<file path="src/rtl/rst_gen_pkg.sv">
// Shared types and defaults for the reset-pulse generator.
package rst_gen_pkg;

  typedef enum logic [1:0] {INIT, IDLE, ASSERT, RECOVER} rst_gen_state_e;

  localparam int unsigned POR_CYCLES_DEF = 4;
  localparam int unsigned POST_HOLD_DEF  = 2;

  // A zero-length request still produces a one-cycle pulse.
  function automatic int unsigned clamp_dur(input int unsigned dur);
    return (dur == 0) ? 1 : dur;
  endfunction

endpackage

</file>
<file path="src/rtl/rst_gen_cnt.sv">
// Loadable down counter shared by the power-on, assert and recovery phases.
module rst_gen_cnt #(
  parameter int unsigned W       = 8,
  parameter int unsigned RST_VAL = 0
) (
  input  logic         clk,
  input  logic         rst,
  input  logic         load,
  input  logic [W-1:0] load_val,
  input  logic         dec,
  output logic         zero
);

  logic [W-1:0] cnt_q, cnt_d;

  always_comb begin
    cnt_d = cnt_q;
    if (load) begin
      cnt_d = load_val;
    end else if (dec) begin
      cnt_d = cnt_q - W'(1);
    end
  end

  always_ff @(posedge clk or posedge rst) begin
    if (rst) begin
      cnt_q <= W'(RST_VAL);
    end else begin
      cnt_q <= cnt_d;
    end
  end

  assign zero = (cnt_q == '0);

endmodule

</file>
<file path="src/rtl/rst_pulse_gen.sv">
// Reset-pulse generator: power-on reset, then requested low pulses on rst_n_out with a
// recovery window and a completion pulse. All outputs come straight from flops.
module rst_pulse_gen
  import rst_gen_pkg::*;
#(
  parameter int unsigned DUR_W      = 8,
  parameter int unsigned POR_CYCLES = POR_CYCLES_DEF,
  parameter int unsigned POST_HOLD  = POST_HOLD_DEF,
  parameter int unsigned CNT_W      = 16
) (
  input  logic             clk,
  input  logic             rst,
  input  logic             req_valid,
  input  logic [DUR_W-1:0] req_duration,
  output logic             req_ready,
  input  logic             req_abort,
  output logic             rst_n_out,
  output logic             busy,
  output logic             done,
  output logic [CNT_W-1:0] reset_count
);

  localparam int unsigned CW = (DUR_W > 8) ? DUR_W : 8;

  rst_gen_state_e   state_q, state_d;
  logic             rst_n_out_q, rst_n_out_d;
  logic             req_ready_q, req_ready_d;
  logic             busy_q, busy_d;
  logic             done_q, done_d;
  logic [CNT_W-1:0] reset_count_q, reset_count_d;

  logic             cnt_load, cnt_dec, cnt_zero;
  logic [CW-1:0]    cnt_load_val;
  logic [CW-1:0]    dur_load_val;
  logic [CW-1:0]    hold_load_val;
  logic             accept;

  assign accept        = req_valid && req_ready_q;
  assign dur_load_val  = CW'(clamp_dur(32'(req_duration)) - 1);
  assign hold_load_val = CW'(POST_HOLD - 1);

  rst_gen_cnt #(
    .W       (CW),
    .RST_VAL (POR_CYCLES - 1)
  ) u_cnt (
    .clk      (clk),
    .rst      (rst),
    .load     (cnt_load),
    .load_val (cnt_load_val),
    .dec      (cnt_dec),
    .zero     (cnt_zero)
  );

  always_comb begin
    state_d      = state_q;
    cnt_load     = 1'b0;
    cnt_dec      = 1'b0;
    cnt_load_val = hold_load_val;
    done_d       = 1'b0;

    unique case (state_q)
      INIT: begin
        if (cnt_zero) state_d = IDLE;
        else          cnt_dec = 1'b1;
      end
      IDLE: begin
        if (accept) begin
          state_d      = ASSERT;
          cnt_load     = 1'b1;
          cnt_load_val = dur_load_val;
        end
      end
      ASSERT: begin
        if (cnt_zero || req_abort) begin
          state_d  = RECOVER;
          cnt_load = 1'b1;
        end else begin
          cnt_dec = 1'b1;
        end
      end
      RECOVER: begin
        if (cnt_zero) begin
          state_d = IDLE;
          done_d  = 1'b1;
        end else begin
          cnt_dec = 1'b1;
        end
      end
      default: state_d = INIT;
    endcase

    // Outputs are decoded from the next state so they land in the same flop stage.
    rst_n_out_d   = (state_d == IDLE) || (state_d == RECOVER);
    req_ready_d   = (state_d == IDLE);
    busy_d        = (state_d != IDLE);
    reset_count_d = done_d ? reset_count_q + CNT_W'(1) : reset_count_q;
  end

  always_ff @(posedge clk or posedge rst) begin
    if (rst) begin
      state_q       <= INIT;
      rst_n_out_q   <= 1'b0;
      req_ready_q   <= 1'b0;
      busy_q        <= 1'b1;
      done_q        <= 1'b0;
      reset_count_q <= '0;
    end else begin
      state_q       <= state_d;
      rst_n_out_q   <= rst_n_out_d;
      req_ready_q   <= req_ready_d;
      busy_q        <= busy_d;
      done_q        <= done_d;
      reset_count_q <= reset_count_d;
    end
  end

  assign rst_n_out   = rst_n_out_q;
  assign req_ready   = req_ready_q;
  assign busy        = busy_q;
  assign done        = done_q;
  assign reset_count = reset_count_q;

endmodule

</file>
<file path="config.mk">
export PLATFORM = sky130hd
export DESIGN_NAME = rst_pulse_gen
export DESIGN_NICKNAME = d
export VERILOG_FILES = /design/src/rtl/rst_gen_pkg.sv /design/src/rtl/rst_gen_cnt.sv /design/src/rtl/rst_pulse_gen.sv
export SDC_FILE = /design/constraint.sdc
export NUM_CORES = 1
export LEC_CHECK = 0
export CORE_MARGIN = 2
export CORE_UTILIZATION = 35
export CTS_CLUSTER_SIZE = 24
export DETAILED_ROUTE_END_ITERATION = 6
export GPL_TIMING_DRIVEN = 0
export SYNTH_ARGS = -nofsm -noshare
export SYNTH_HDL_FRONTEND = slang
export SYNTH_HIERARCHICAL = 1
export SYNTH_SLANG_ARGS = --single-unit
</file>
<file path="constraint.sdc">
create_clock -name clk -period 3.65 [get_ports clk]
set_input_delay 0.365 -clock clk [delete_from_list [all_inputs] [get_ports clk]]
set_output_delay 0.365 -clock clk [all_outputs]
set_load 0.05 [all_outputs]
</file>
Yosys cells after proc, flatten, opt, wreduce, memory -nomap -nowiden

Index checks and enable logic that the tools add are counted.

Register bits: 30
Bits in latches: 0
RAM bits: 0
Memory bits (read-only): 0
Output and inout bits: 20
Memories kept: 0

Add/subtract/negate cells: 3
$mul: 0
Div/mod/pow operators: 0
Order comparisons: 0
Eq/ne operators: 6
Shift operators: 0
Muxes and demuxes: 17
Bitwise logic cells: 0
Reductions and logical operators: 8

Operators by type and width:

| cell                                                                  | number |
|---|---|
| 8-bit 2-to-1 mux                                                      | 5 |
| 16-bit by 1-bit adder with 16-bit output, second input constant       | 1 |
| 8-bit logical NOT                                                     | 2 |
| 8-bit by 1-bit subtractor with 8-bit output, second input constant    | 2 |
| 2-bit equality test, second input constant                            | 3 |
| 1-bit 2-to-1 mux                                                      | 6 |
| 2-bit 2-to-1 mux                                                      | 3 |
| 2-bit case mux with 3 select lines                                    | 1 |
| 2-bit by 1-bit equality test with 1-bit output, second input constant | 2 |
| 1-bit case mux with 2 select lines                                    | 2 |
| 2-bit logical NOT                                                     | 1 |
| 1-bit logical OR                                                      | 2 |
| 2-bit by 1-bit != test with 1-bit output, second input constant       | 1 |
| 2-bit nonzero test                                                    | 1 |
| 2-bit OR reduction                                                    | 1 |
| 1-bit logical AND                                                     | 1 |

Longest topological paths before layout

Gate-level depths: netlist of the first run.

Depth in word-level cells: 6
Gate-level depth with buffers: 9
Mapped depth without buffers: 9

Modules after synthesis

Netlist of the first run, hierarchy kept.

By module, submodules not included:

| module        | times used | cells an instance | area an instance (sq um) | sequential area each (sq um) |
|---|---|---|---|---|
| rst_pulse_gen | 1          | 116               | 1,187.4                  | 551.8 |
| rst_gen_cnt   | 1          | 55                | 489.2                    | 202.7 |

Least setup slack after synthesis of the first run

No wires, ideal clock.

Kind: reg2reg
Start point: register u_cnt.cnt_q[0]
End point: register u_cnt.cnt_q[5]
Arrival: 2.320 ns
Required time: 3.524 ns
Setup slack: 1.204 ns
Stages on the path, launching flop included: 8
Buffers on the path: 0
Clock period less this slack: 2.446 ns
Cells stage by stage: dfstp_2 inv_1 ha_1 and4_1 nor3_1 nor3b_1 a21oi_1 a311o_1

Word-level cells in the longest chain between the ends: 5

RTL lines:

| element                               | RTL line            | RTL |
|---|---|---|
| start, declared                       | rst_gen_cnt.sv:14   | `logic [W-1:0] cnt_q, cnt_d;` |
| start signal, assigned                | rst_gen_cnt.sv:27   | `cnt_q <= W'(RST_VAL);` |
| start signal, assigned                | rst_gen_cnt.sv:29   | `cnt_q <= cnt_d;` |
| 8-bit logical NOT *                   | rst_gen_cnt.sv:33   | `assign zero = (cnt_q == '0);` |
| via cnt_zero                          | rst_pulse_gen.sv:32 | `logic cnt_load, cnt_dec, cnt_zero;` |
| 1-bit logical OR                      | rst_pulse_gen.sv:74 | `if (cnt_zero \|\| req_abort) begin` |
| 1-bit 2-to-1 mux                      | rst_pulse_gen.sv:74 |  |
| 1-bit case mux with 2 select lines *  | rst_pulse_gen.sv:61 | `unique case (state_q)` |
| via cnt_dec                           | rst_pulse_gen.sv:32 |  |
| 2-bit nonzero test (no source line) * | --                  |  |

The timed path passes the listed nets; every way through them passes the cells marked *. The select of a mux whose other input is x is not followed.
A chain may end at the register's enable or synchronous reset.

Final worst setup path of the first run

Same ends and word-level chain as after synthesis.

==> out/metrics.yaml, run 1 <==
synth:
  synth_edf_count: 0
  post-synth-top-count-cell: "dfrtp_1"
  synth_cell_types: 39
  yosysTopAreaCellShare_pct: 40.3
  syn_avg_cell_area_um2: 9.80
  synth_common_cells: "dfrtp_1 (27), nand2_1 (20), nor2_1 (17)"
  yosys_warnings: 6
  synth_flop_cell: "dfrtp_1"
  synth_seq_area_share_pct: 45.0
  synth.cell_area_mm2: 0.00168
  synth.top_cells.by_area: "dfrtp_1 (40%), xnor2_1 (6.8%), ha_1 (5.2%)"
  ys_ff_latch: 30
  synthArstFlopShare_pct: 100
  synth_top_area_cell: "dfrtp_1"
  syn_inst: 171
  synth_fp_nets: 190
sta:
  finalSetupViolCount: 0
  skew_ns: 0.0124
  worstMarginPinSlew_ns: 0.806
  timing.max_slew.rel_slack_pct: 46.2
  fmax_mhz: 353
  rsz0062_at_grt: "no"
  drv_slew: 0
  tns_ns: 0
  hold_viol_final: 0
  finalCritPeriodShare_pct: 77.6
  worst_slack_ns: 0.819
  min_period_ns: 2.83
layout:
  fillerInstances: 447
  multi_input_area_um2: 870
  drive_gt1_share_pct: 9.52
  seq_area_um2: 754
  fin_area_mm2: 0.00214
  n_antenna_cell: 0
  nNetsFinal: 228
  syn2layout_area_growth_pct: 27.5
clock_tree:
  post_cts_buffers: 0
  cts_buffer_depth: 2
  cts_tree: "yes"
  cts.sinks: 30
  numCtsBuffers: 5
  cts_hold_buf: 0
  clkLatencyLatePin_ns: 0.28
  clk_pin_slew_ns: 0.06
  htree_levels: 2
  clock-root-buffer: "clkbuf_8"
  cts_resized: 0
worst_hold_path:
  hp-class: "input pin to asynchronous set/reset pin"
placed_design:
  dp_slack_ns: 0.822
  dp_hpwl_um: 2390
  place_congestion: 0.708
  placed_cell_area_mm2: 0.00205
  io_buffers: 31
worst_setup_path:
  crit_family: "simple AND/OR/NAND/NOR gates"
  reg2reg_depth: 7
  rr_startpoint: "u_cnt/cnt_q[0]"
  rrSetupSlack_ns: 0.82
  regToRegEndpoint: "u_cnt/cnt_q[5]"
  cp.arrival_ns: 2.99
  slowest_delay_ns: 0.65
  startpoint_type: "flop"
  required_ns: 3.81
  worstSetupEndpointType: "flop"
  cp_num_buf_inv: 1
  setup.worst_path.class: "flop to flop"
  crit_path_max_fanout: 8
  slowest_stage: "nor3_1"
  worstPathCellList: "inv_1 -> ha_1 -> and4_1 -> nor3_1 -> nor3b_1 -> a21oi_1 -> a311o_1"
global_route:
  grt_pass1_wl_um: 5290
  grt_max_degree: 23
  grt_pass1_vias: 1188
  antenna_found_initial: 0
  grt_use_total_pct: 12.9
  overflow: 0
pwr:
  finalPower_w: 0.000616
  leakagePower_nw: 0.952
  max-vdd-ir-drop_uv: 143
  power.density_mw_per_mm2: 288
route:
  wl_um: 3140
  final_antenna_net_count: 0
  drt_iter0_markers: 52
  firstDrtPassIters: 4
  vias: 1309
  drc: 0
  detail_route.wl_per_cell_um: 11.9
  viasPerCell: 4.96
floorplan:
  core-area_mm2: 0.00466
  initial_core_util_pct: 36.0
  dieHeight_um: 73.2
  dieWidth_um: 73.2
  dieArea_mm2: 0.00536
  boundaryPins: 32
  rows: 25
run:
  cap_violations: 0
run_status:
  outcome: "completed"
==> cell usage in the layout, fill, tap and decap left out, types with 5 or more instances in the layout <==
master / instances
clkdlybuf4s50_1: 31
dfrtp_1: 27
nand2_1: 20
nor2_1: 17
xnor2_1: 13
inv_1: 12
xor2_1: 10
o21ai_0: 8
nand3_1: 7
ha_1: 7
nand4_1: 5
a21oi_1: 5
clkbuf_8: 5
==> worst max path at each step <==
stage / from / endpoint / slack, ns / cells after the start
after detailed placement: u_cnt/cnt_q[0] / u_cnt/cnt_q[5] / 0.82 / 7
after global routing: u_cnt/cnt_q[2] / u_cnt/cnt_q[7] / 0.62 / 8
final: u_cnt/cnt_q[0] / u_cnt/cnt_q[5] / 0.82 / 7
after floorplan: u_cnt/cnt_q[0] / u_cnt/cnt_q[5] / 1.20 / 7
after global placement: u_cnt/cnt_q[0] / u_cnt/cnt_q[5] / 0.87 / 7
after CTS: u_cnt/cnt_q[0] / u_cnt/cnt_q[5] / 0.81 / 7
==> logic make-up (layout without fill, tap and decap cells) <==
group                      after synthesis  in the layout  synth area share [%]
xor gates and xnor gates                23             23                  12.0
DFF                                     30             30                  45.0
buffers and inverters                   14             53                  3.13
and+or+nand+nor                         73             73                  24.4
muxes                                    1              1                 0.672
AOI/OAI and AO/OA                       23             23                  9.55
adders and majority gates                7              7                  5.22
==> power breakdown <==
group / internal, W / switching (W) / total, W / leakage [nW]
logic: 0.0000151 / 0.0000167 / 0.0000318 / 0.514
registers: 0.000333 / 0 / 0.000333 / 0.393
clock network: 0.000132 / 0.000120 / 0.000252 / 0.0450
==> state kept, by name, indices dropped and copies added (netlist names) <==
register	cells
busy	1
done	1
req_ready	1
reset_count	16
rst_n_out	1
state_q	2
u_cnt/cnt_q	8
==> layer usage <==
| layer | GRT usage, % | wire, um |
|---|---|---|
| met5 | 0 | 0 |
| met4 | 6.17 | 61 |
| met3 | 3.18 | 152 |
| met2 | 19.6 | 1430 |
| met1 | 17.0 | 1500 |
==> stage by stage <==
stage	hold slack, ns	util (%)	cells
floorplan	0.179	-	171
finish	0.379	45.9	264
detailed placement	0.463	44.1	256
CTS	0.396	45.9	264
global placement	0.462	44.1	256
global route	0.441	45.9	264
==> final cells by class <==
cell class	instances	share of cell area, %
multi-input combinational	127	40.7
buffer	2	0.351
clock buffer	6	3.40
clock inverter	2	0.468
sequential	30	35.3
timing repair buffer	31	14.5
tap	54	3.16
inverter	12	2.11
No activity file was read; power rests on OpenSTA's default activity.
==> run 2: changes to the inputs <==
==> constraint.sdc (replaced) <==
create_clock -name clk -period 2.39 [get_ports clk]
set_input_delay 0.239 -clock clk [delete_from_list [all_inputs] [get_ports clk]]
set_output_delay 0.239 -clock clk [all_outputs]
set_load 0.05 [all_outputs]
==> out/metrics.yaml, run 2 (synthesis results as in run 1) <==
floorplan:
  dieHeight_um: 73.2  # unchanged
  rows: 25  # unchanged
  boundaryPins: 32  # unchanged
  dieArea_mm2: 0.00536  # unchanged
  initial_core_util_pct: 36.0  # unchanged
  dieWidth_um: 73.2  # unchanged
  core-area_mm2: 0.00466  # unchanged
sta:
  finalSetupViolCount: 0  # unchanged
  timing.max_slew.rel_slack_pct: 46.6  # +0.42 points
  finalCritPeriodShare_pct: 93.6  # +16 points
  worstMarginPinSlew_ns: 0.800  # -0.00630 ns
  min_period_ns: 2.24  # -0.593 ns
  drv_slew: 0  # unchanged
  skew_ns: 0.00564  # -0.00680 ns
  worst_slack_ns: 0.153  # -0.667 ns
  fmax_mhz: 447  # +27%
  hold_viol_final: 0  # unchanged
  tns_ns: 0  # unchanged
pwr:
  leakagePower_nw: 0.994  # +4.4%
  power.density_mw_per_mm2: 534  # +85%
  max-vdd-ir-drop_uv: 300  # +110%
route:
  drc: 0  # unchanged
  wl_um: 3190  # +1.4%
  drt_iter0_markers: 46  # -12%
  vias: 1309  # unchanged
  final_antenna_net_count: 0  # unchanged
  detail_route.wl_per_cell_um: 12.1  # +1.4%
  firstDrtPassIters: 4  # unchanged
  viasPerCell: 4.96  # unchanged
placed_design:
  dp_hpwl_um: 2400  # +0.32%
  dp_slack_ns: -0.310  # -1.13 ns
  io_buffers: 31  # unchanged
  place_congestion: 0.699  # -1.2%
  dp_cells: 256  # unchanged
global_route:
  grt_max_degree: 23  # unchanged
  grt_use_total_pct: 13.0  # +0.13 points
  grt_pass1_vias: 1182  # -0.51%
  grt_pass1_wl_um: 5300  # +0.26%
  antenna_found_initial: 0  # unchanged
  overflow: 0  # unchanged
run:
  cap_violations: 0  # unchanged
worst_setup_path:
  crit_path_max_fanout: 8  # unchanged
  rr_startpoint: "u_cnt/cnt_q[0]"
  rrSetupSlack_ns: 0.15  # -0.67 ns
  worstSetupEndpointType: "flop"
  startpoint_type: "flop"
  setup.worst_path.class: "flop to flop"
  required_ns: 2.55  # -1.26 ns
  cp.arrival_ns: 2.40  # -0.59 ns
  regToRegEndpoint: "u_cnt/cnt_q[5]"
  reg2reg_depth: 7  # unchanged
layout:
  mostFrequentLayoutCells: "clkdlybuf4s50_1 (31), dfrtp_1 (27), nand2_1 (20)"
  n_antenna_cell: 0  # unchanged
  largest_register_ffs: 16  # unchanged
  fin_cells: 264  # unchanged
  nNetsFinal: 228  # unchanged
  final_common_cell: "clkdlybuf4s50_1"
  drive_gt1_share_pct: 12.9  # +3.3 points
  syn2layout_area_growth_pct: 33.2
  utilization_pct: 47.9  # +2.1 points
clock_tree:
  clk_pin_slew_ns: 0.06  # about the same
  cts_tree: "yes"
  cts_buffer_depth: 2  # unchanged
  cts.sinks: 30  # unchanged
  htree_levels: 2  # unchanged
  cts_hold_buf: 0  # unchanged
  numCtsBuffers: 5  # unchanged
  clock-root-buffer: "clkbuf_8"
  clkLatencyLatePin_ns: 0.28  # about the same
worst_hold_path:
  hp-class: "input pin to asynchronous set/reset pin"
run_status:
  outcome: "completed"
-- run 2: worst max path at each step --
stage	end	cells past startpoint	start
global route	u_cnt/cnt_q[5]	8	u_cnt/cnt_q[3]
floorplan	u_cnt/cnt_q[5]	8	u_cnt/cnt_q[2]
CTS	u_cnt/cnt_q[5]	8	u_cnt/cnt_q[2]
detailed placement	u_cnt/cnt_q[5]	8	u_cnt/cnt_q[2]
global placement	u_cnt/cnt_q[5]	8	u_cnt/cnt_q[2]
finish	u_cnt/cnt_q[5]	7	u_cnt/cnt_q[0]
-- run 2: per-stage QoR --
stage	hold WS, ns	cell area [um2]	power (W)
6_report	0.239	2230	0.00119
5_1_grt	0.295	2230	0.00124
4_1_cts	0.257	2220	0.00121
3_5_place_dp	0.464	2060	0.000567
3_3_place_gp	0.462	2060	0.000567
2_1_floorplan	0.0532	1680	0.000537
-- run 2: where the power goes --
group / internal (W) / total (W) / leakage [nW] / switching (W)
combinational: 0.0000231 / 0.0000486 / 0.529 / 0.0000255
sequential: 0.000508 / 0.000508 / 0.393 / 0
clock: 0.000445 / 0.000636 / 0.0714 / 0.000191
total: 0.000976 / 0.00119 / 0.994 / 0.000217
-- run 2: final cells by class --
cell class,instances,area [um2]
Buffer,2,10.0
Clock buffer,6,82.6
Clock inverter,2,60.1
Fill cell,445,2430
Inverter,12,45.0
Multi-Input combinational cell,127,903
Sequential cell,30,754
Tap cell,54,67.6
Timing Repair Buffer,31,310
-- run 2: critical path, stage by stage (launching register included) --
cell	delay (ns)
dfstp_2	0.56
inv_1	0.07
ha_1	0.19
and4_4	0.21
nor3_4	0.31
nor3b_2	0.35
a21oi_1	0.11
a311o_1	0.32
-- run 2: routing by layer --
layer / global-route usage, % / vias to the layer above / wire [um]
li1: - / 671 / -
met4: 6.17 / 0 / 59
met5: 0 / - / 0
met2: 20.5 / 32 / 1460
met3: 4.01 / 7 / 141
met1: 16.1 / 599 / 1530
-- run 2: timing repair --
action | 4_1_cts | 5_1_grt
hold endpoints to repair | 0 | 0
gates resized for setup | 5 | 5
buffers inserted | 0 | 0
pin swaps | 0 | 1
endpoints found under the setup margin | 8 | 8
==> run 3: changes to the inputs <==
--- a/config.mk
+++ b/config.mk
@@ -5,6 +5,7 @@
 export SDC_FILE = /design/constraint.sdc
 export NUM_CORES = 1
 export LEC_CHECK = 0
+export CAP_MARGIN = 25
 export CORE_MARGIN = 2
 export CORE_UTILIZATION = 35
 export CTS_CLUSTER_SIZE = 24
==> results of run 3 <==
No change in the layout: final DEF, timing and power equal those of run 2.
